### config.mk
export PLATFORM = sky130hd
export DESIGN_NAME = ctrl_fsm
export DESIGN_NICKNAME = d
export VERILOG_FILES = /design/src/rtl/ctrl_fsm.sv
export SDC_FILE = /design/constraint.sdc
export NUM_CORES = 1
export LEC_CHECK = 0
export ABC_AREA = 1
export CAP_MARGIN = 25
export CELL_PAD_IN_SITES_DETAIL_PLACEMENT = 0
export CELL_PAD_IN_SITES_GLOBAL_PLACEMENT = 1
export CORE_AREA = 2 2 52 90
export DETAILED_ROUTE_END_ITERATION = 10
export DIE_AREA = 0 0 54 92
export PLACE_DENSITY_LB_ADDON = 0.1
export SYNTH_ARGS = -nofsm -noshare
export SYNTH_HDL_FRONTEND = slang
export SYNTH_SLANG_ARGS = --single-unit
### constraint.sdc
create_clock -name clk_i -period 2 [get_ports clk_i]
set_input_delay 0.6 -clock clk_i [delete_from_list [all_inputs] [get_ports clk_i]]
set_output_delay 0.6 -clock clk_i [all_outputs]
set_load 0.005 [all_outputs]
### src/rtl/ctrl_fsm.sv
// ctrl_fsm: multi-cycle fetch/decode/mem/exec/pc-update controller for a 16-bit accumulator datapath.
// Define CTRL_WRAP_TRAP_EN to trap (sticky ERR) on PC overflow/underflow instead of wrapping silently.
module ctrl_fsm #(
    parameter int BITS = 16
) (
    input  logic            clk_i,
    input  logic            rst_ni,
    input  logic            hold_ni,
    input  logic [BITS-1:0] instr_i,
    output logic            imem_req_o,
    input  logic            imem_ready_i,
    output logic            dmem_req_o,
    output logic            dmem_we_o,
    input  logic            dmem_ready_i,
    output logic [7:0]      dmem_addr_o,
    input  logic [1:0]      zn_i,
    input  logic            pc_of_i,
    input  logic            pc_uf_i,
    output logic [4:0]      opcode_o,
    output logic [10:0]     operand_o,
    output logic            sel_jmp_o,
    output logic            sel_branch_o,
    output logic            sel_op_mem_o,
    output logic            en_pc_o,
    output logic            en_in_o,
    output logic            en_acc_o,
    output logic            en_indr_o,
    output logic [2:0]      state_o,
    output logic            halt_o,
    output logic            err_o
);
    typedef enum logic [2:0] {
        FETCH  = 3'b000,
        DECODE = 3'b001,
        MEM    = 3'b010,
        EXEC   = 3'b011,
        PCUPD  = 3'b100,
        HLT    = 3'b101,
        TRAP   = 3'b110
    } state_e;

    state_e      state_q, state_d;
    logic [4:0]  opcode_q, opcode_d;
    logic [10:0] operand_q, operand_d;
    logic        imem_req, en_pc, en_in, en_acc, en_indr, wrap;
    logic        is_nop, is_alu_mem, is_alu_imm, is_indr_add, is_jmp, is_bz, is_bn, is_ldindr, is_store, is_halt;
    logic        taken;

    assign is_nop      = opcode_q == 5'b00000;
    assign is_alu_mem  = !opcode_q[4] && !is_nop;
    assign is_alu_imm  = opcode_q[4:3] == 2'b10;
    assign is_indr_add = opcode_q[4:1] == 4'b1100;
    assign is_jmp      = opcode_q == 5'b11010;
    assign is_bz       = opcode_q == 5'b11011;
    assign is_bn       = opcode_q == 5'b11100;
    assign is_ldindr   = opcode_q == 5'b11101;
    assign is_store    = opcode_q == 5'b11110;
    assign is_halt     = opcode_q == 5'b11111;
    assign taken       = (is_bz && zn_i == 2'b10) || (is_bn && zn_i == 2'b01);

`ifdef CTRL_WRAP_TRAP_EN
    assign wrap  = pc_of_i || pc_uf_i;
    assign err_o = state_q == TRAP;
`else
    logic unused_wrap_flags;
    assign unused_wrap_flags = pc_of_i ^ pc_uf_i;
    assign wrap  = 1'b0;
    assign err_o = 1'b0;
`endif

    always_ff @(posedge clk_i or negedge rst_ni) begin
        if (!rst_ni) begin
            state_q   <= FETCH;
            opcode_q  <= '0;
            operand_q <= '0;
        end else if (hold_ni) begin
            state_q   <= state_d;
            opcode_q  <= opcode_d;
            operand_q <= operand_d;
        end
    end

    always_comb begin
        state_d      = state_q;
        opcode_d     = opcode_q;
        operand_d    = operand_q;
        imem_req     = 1'b0;
        dmem_req_o   = 1'b0;
        dmem_we_o    = 1'b0;
        sel_jmp_o    = 1'b1;
        sel_branch_o = 1'b1;
        sel_op_mem_o = 1'b0;
        en_pc        = 1'b0;
        en_in        = 1'b0;
        en_acc       = 1'b0;
        en_indr      = 1'b0;
        case (state_q)
            FETCH: begin
                imem_req = 1'b1;
                if (imem_ready_i) begin
                    state_d   = DECODE;
                    opcode_d  = instr_i[BITS-1 -: 5];
                    operand_d = instr_i[10:0];
                end
            end
            DECODE: begin
                en_in        = is_alu_imm;
                sel_op_mem_o = is_alu_imm;
                state_d      = (is_alu_mem || is_ldindr || is_store) ? MEM :
                               (is_alu_imm || is_indr_add)           ? EXEC :
                               is_halt                                ? HLT : PCUPD;
            end
            MEM: begin
                dmem_req_o = 1'b1;
                dmem_we_o  = is_store;
                if (dmem_ready_i) begin
                    en_in   = is_alu_mem;
                    en_indr = is_ldindr;
                    state_d = is_alu_mem ? EXEC : PCUPD;
                end
            end
            EXEC: begin
                en_acc  = is_alu_mem || is_alu_imm;
                en_indr = is_indr_add;
                state_d = PCUPD;
            end
            PCUPD: begin
                en_pc        = !wrap;
                sel_jmp_o    = wrap || !is_jmp;
                sel_branch_o = wrap || !taken;
                state_d      = wrap ? TRAP : FETCH;
            end
            HLT:     state_d = HLT;
            TRAP:    state_d = TRAP;
            default: state_d = FETCH;
        endcase
    end

    // Hold freezes progress: enables are squashed but pending requests stay visible.
    assign imem_req_o  = imem_req && rst_ni;
    assign en_pc_o     = en_pc && hold_ni;
    assign en_in_o     = en_in && hold_ni;
    assign en_acc_o    = en_acc && hold_ni;
    assign en_indr_o   = en_indr && hold_ni;
    assign dmem_addr_o = operand_q[7:0];
    assign opcode_o    = opcode_q;
    assign operand_o   = operand_q;
    assign state_o     = state_q;
    assign halt_o      = state_q == HLT;
endmodule

==> impl_metrics.prom <==
# TYPE chip_impl_metric gauge
chip_impl_metric{name="viasPerCell",unit=""} 4.32
chip_impl_metric{name="slowest_delay",unit="ns"} 0.43
chip_impl_metric{name="worst_ep_arrival_time",unit="ns"} 1.47
chip_impl_metric{name="areal_power_density_over_the_cells",unit="mW/mm^2"} 1460
chip_impl_metric{name="routed_wirelength",unit="um"} 3540
chip_impl_metric{name="crit_path_max_fanout",unit=""} 4
chip_impl_metric{name="critical_path_required",unit="ns"} 1.40
chip_impl_metric{name="global_route_wire_length_before_repair",unit="um"} 5690
chip_impl_metric{name="flip_flop_and_latch_count_after_synthesis",unit=""} 19
chip_impl_metric{name="maxCapViolCount",unit=""} 0
chip_impl_metric{name="syn_area",unit="mm^2"} 0.00119
chip_impl_metric{name="timing.final.max_slew_violations",unit=""} 0
chip_impl_info{name="failed_checks",value="setup timing"} 1
chip_impl_metric{name="synth_fa_ha_area_share",unit="%"} 0
chip_impl_metric{name="timing_hold_violations_final",unit=""} 0
chip_impl_metric{name="cts_buffers",unit=""} 3
chip_impl_metric{name="clk_pin_slew_worst_paths",unit="ns"} 0.07
chip_impl_metric{name="initialDrtViolationCount",unit=""} 13
chip_impl_info{name="cts_tree",value="yes"} 1
chip_impl_metric{name="synth-seq-area-share",unit="%"} 39.8
chip_impl_metric{name="clock-sinks",unit=""} 19
chip_impl_metric{name="detailed_router_iteration_count_before_antenna_repair",unit=""} 4
chip_impl_info{name="critical_path.cell_chain",value="buf_12 -> nor3_4 -> nand3_2 -> buf_6 -> a21oi_2 -> buf_2"} 1
chip_impl_metric{name="netlist-cell-type-count",unit=""} 23
chip_impl_metric{name="synth_area_per_cell",unit="um^2"} 8.72
chip_impl_metric{name="timing.final.setup_violations",unit=""} 2
chip_impl_metric{name="vdd_ir_drop_max",unit="mV"} 0.867
chip_impl_metric{name="core",unit="mm^2"} 0.00432
chip_impl_metric{name="final_cell_area",unit="mm^2"} 0.00223
chip_impl_info{name="cp-start-kind",value="register"} 1
chip_impl_metric{name="number_of_global_route_vias_before_repair",unit=""} 1301
chip_impl_info{name="critical_path_class",value="register to output pin"} 1
chip_impl_metric{name="synth.mux.area_fraction",unit="%"} 15.1
chip_impl_metric{name="detailed_placer_s_ending_hpwl",unit="um"} 2770
chip_impl_metric{name="max_clock_skew",unit="ns"} 0.00364
chip_impl_metric{name="achievable-frequency",unit="GHz"} 0.484
chip_impl_metric{name="num-fill-cells",unit=""} 419
chip_impl_metric{name="antennaDiodeCount",unit=""} 0
chip_impl_metric{name="synth_fp_nets",unit=""} 162
chip_impl_metric{name="die_h",unit="um"} 92
chip_impl_metric{name="post_dp_cell_area",unit="mm^2"} 0.00204
chip_impl_metric{name="htree_levels",unit=""} 1
chip_impl_metric{name="global_route.overflow_total",unit=""} 0
chip_impl_metric{name="area_delta_synth_final",unit="%"} 86.9
chip_impl_metric{name="synth-xor-area-share",unit="%"} 0
chip_impl_info{name="rsz_0062_raised_after_global_routing",value="yes"} 1
chip_impl_metric{name="dieWidth",unit="um"} 54
chip_impl_metric{name="synth-warning-count",unit=""} 0
chip_impl_metric{name="via_count",unit=""} 1235
chip_impl_metric{name="nets",unit=""} 261
chip_impl_metric{name="total_leakage_power",unit="nW"} 1.16
chip_impl_metric{name="grt.total_usage",unit="%"} 15.0
chip_impl_metric{name="period_minus_slack",unit="ns"} 2.07
chip_impl_metric{name="critPathBufInv",unit=""} 3
chip_impl_metric{name="period_share",unit="%"} 103
chip_impl_metric{name="drt_drc_violations_left",unit=""} 0
chip_impl_metric{name="clk-insertion-delay-late",unit="ns"} 0.25
chip_impl_metric{name="io_pins",unit=""} 64
chip_impl_metric{name="final_weighted_congestion_of_routability_driven_global_placement",unit=""} 0.781
chip_impl_info{name="critical-path-top-delay-family",value="flip-flops"} 1
chip_impl_metric{name="timing.final.ws_setup",unit="ns"} -0.0665
chip_impl_metric{name="antenna_violating_nets_post_route",unit=""} 0
chip_impl_metric{name="dieArea",unit="mm^2"} 0.00497
chip_impl_metric{name="synth-compound-area-share",unit="%"} 5.34
chip_impl_metric{name="preCtsSetupSlack",unit="ns"} -0.597
chip_impl_info{name="cp_slowest_cell",value="dfrtp_2"} 1
chip_impl_metric{name="antenna_found_initial",unit=""} 0
chip_impl_metric{name="cts-root-to-sink-buffers",unit=""} 2
chip_impl_metric{name="hold_ws",unit="ns"} 0.353
chip_impl_info{name="worst_hold_path_type",value="input pin to asynchronous set/reset pin"} 1
chip_impl_metric{name="grt_start_max_net_pins",unit=""} 21
chip_impl_metric{name="std_cell_rows",unit=""} 32
chip_impl_metric{name="io_buffer_count",unit=""} 60
chip_impl_metric{name="drive_above_1_share",unit="%"} 41.7
chip_impl_info{name="end_kind",value="output pin"} 1
chip_impl_metric{name="final_routed_wire_length_divided_by_cell_count",unit="um"} 12.4
chip_impl_metric{name="cts_hold_buffers",unit=""} 0
chip_impl_metric{name="syn-instance-count",unit=""} 137
chip_impl_metric{name="utilization",unit="%"} 51.6
chip_impl_info{name="synth_top_family_by_area",value="simple AND/OR/NAND/NOR gates"} 1
chip_impl_metric{name="yosys.area_share.simple",unit="%"} 26.0
chip_impl_info{name="clock-root-buffer",value="clkbuf_8"} 1
chip_impl_info{name="run_status",value="finished with violations"} 1
chip_impl_metric{name="start_util",unit="%"} 27.6
==> cell usage after synthesis <==
cell type   n  area [um^2]
nand4_4     1         21.3
conb_1      1         3.75
o21ai_2     1         8.76
nand3b_1    1         7.51
o22ai_1     1         6.26
nor2_4      1         11.3
nor2_1     21         78.8
nand4_1     2         12.5
a21oi_1     7         35.0
nand3_1    11         55.1
o21ai_0     1         5.00
o41ai_1     1         8.76
buf_4       9         67.6
or2_2       1         6.26
nand3_2     1         10.0
nand2_1    26         97.6
nor3_2      1         10.0
dfrtp_1    19          475
mux2_4     12          180
buf_6       3         33.8
inv_1      13         48.8
inv_2       2         7.51
clkinv_1    1         3.75
==> per-layer routing <==
metal	track usage (%)	vias up	part of all wire, %
met5	0	-	0
met4	3.75	0	0.59
met3	1.95	2	5.7
met2	27.5	40	56
met1	17.3	567	38
li1	-	626	-
==> cells in the final DEF, fill, tap and decap left out, types with 2 or more instances in the layout <==
cell type / synthesis / final
clkdlybuf4s50_1: 0 / 40
a21oi_1: 7 / 6
dlymetal6s2s_1: 0 / 5
clkbuf_8: 0 / 3
clkbuf_2: 0 / 4
inv_2: 2 / 3
inv_1: 13 / 12
nor2_2: 0 / 3
buf_6: 3 / 5
buf_2: 0 / 6
mux2_4: 12 / 12
dfrtp_2: 0 / 3
nand3_2: 1 / 2
dlygate4sd2_1: 0 / 3
buf_4: 9 / 39
nand2_1: 26 / 22
nor2_1: 21 / 15
buf_12: 0 / 2
nor2_4: 1 / 4
nand2_2: 0 / 4
nand4_1: 2 / 2
dfrtp_1: 19 / 16
nand3_1: 11 / 9
==> cell families (layout without fill, tap and decap cells) <==
family,Yosys count,after routing
simple gates,66,66
compound gates,11,11
mux,12,12
flops,19,19
buf+inv,28,126
other cells,1,1
==> registers in the layout (all words and copies together), names as in the netlist <==
name	count
operand_o	11
state_o	3
opcode_o	5
==> area by class of cell <==
class	count	area [um^2]	area share, %
Clock buffer	4	45.0	2.02
Inverter	16	60.1	2.69
Multi-Input combinational cell	90	636	28.5
Sequential cell	19	479	21.5
Tap cell	51	63.8	2.86
Timing Repair Buffer	106	950	42.5
==> repair_timing <==
item,in CTS,in global routing
resized for setup,53,25
buffers inserted,9,2
hold endpoints to repair,0,0
gates cloned,0,0
pin swaps,7,12
setup endpoints to repair,11,14
==> power by group <==
part	switching (W)	internal, W
clock	0.000114	0.000141
sequential	0.000152	0.000581
combinational	0.000867	0.00140
==> stage by stage <==
step | total power (W) | cells | TNS (ns)
floorplan | 0.00161 | 137 | 0
global placement | 0.00270 | 272 | -2.88
detailed placement | 0.00272 | 272 | -3.18
CTS | 0.00322 | 285 | -0.124
global route | 0.00350 | 286 | -0.236
finish | 0.00326 | 286 | -0.0983
==> worst paths after layout <==
| check | from | to | slack (ns) | cells after the start |
|---|---|---|---|---|
| worst max-delay path | state_o[1]$_DFFE_PN0P_ | en_in_o | -0.07 | 6 |
| worst min-delay path | rst_ni | operand_o[4]$_DFFE_PN0P_ | 0.35 | 2 |
| worst max register to register | state_o[1]$_DFFE_PN0P_ | operand_o[10]$_DFFE_PN0P_ | 0.42 | 7 |
| worst min register to register | operand_o[8]$_DFFE_PN0P_ | operand_o[8]$_DFFE_PN0P_ | 0.52 | 1 |
| max in group asynchronous | rst_ni | state_o[2]$_DFFE_PN0P_ | 1.43 | 2 |
| min in group clk_i | operand_o[8]$_DFFE_PN0P_ | operand_o[8]$_DFFE_PN0P_ | 0.52 | 1 |
Note: power is estimated with default switching activity, not from simulation.
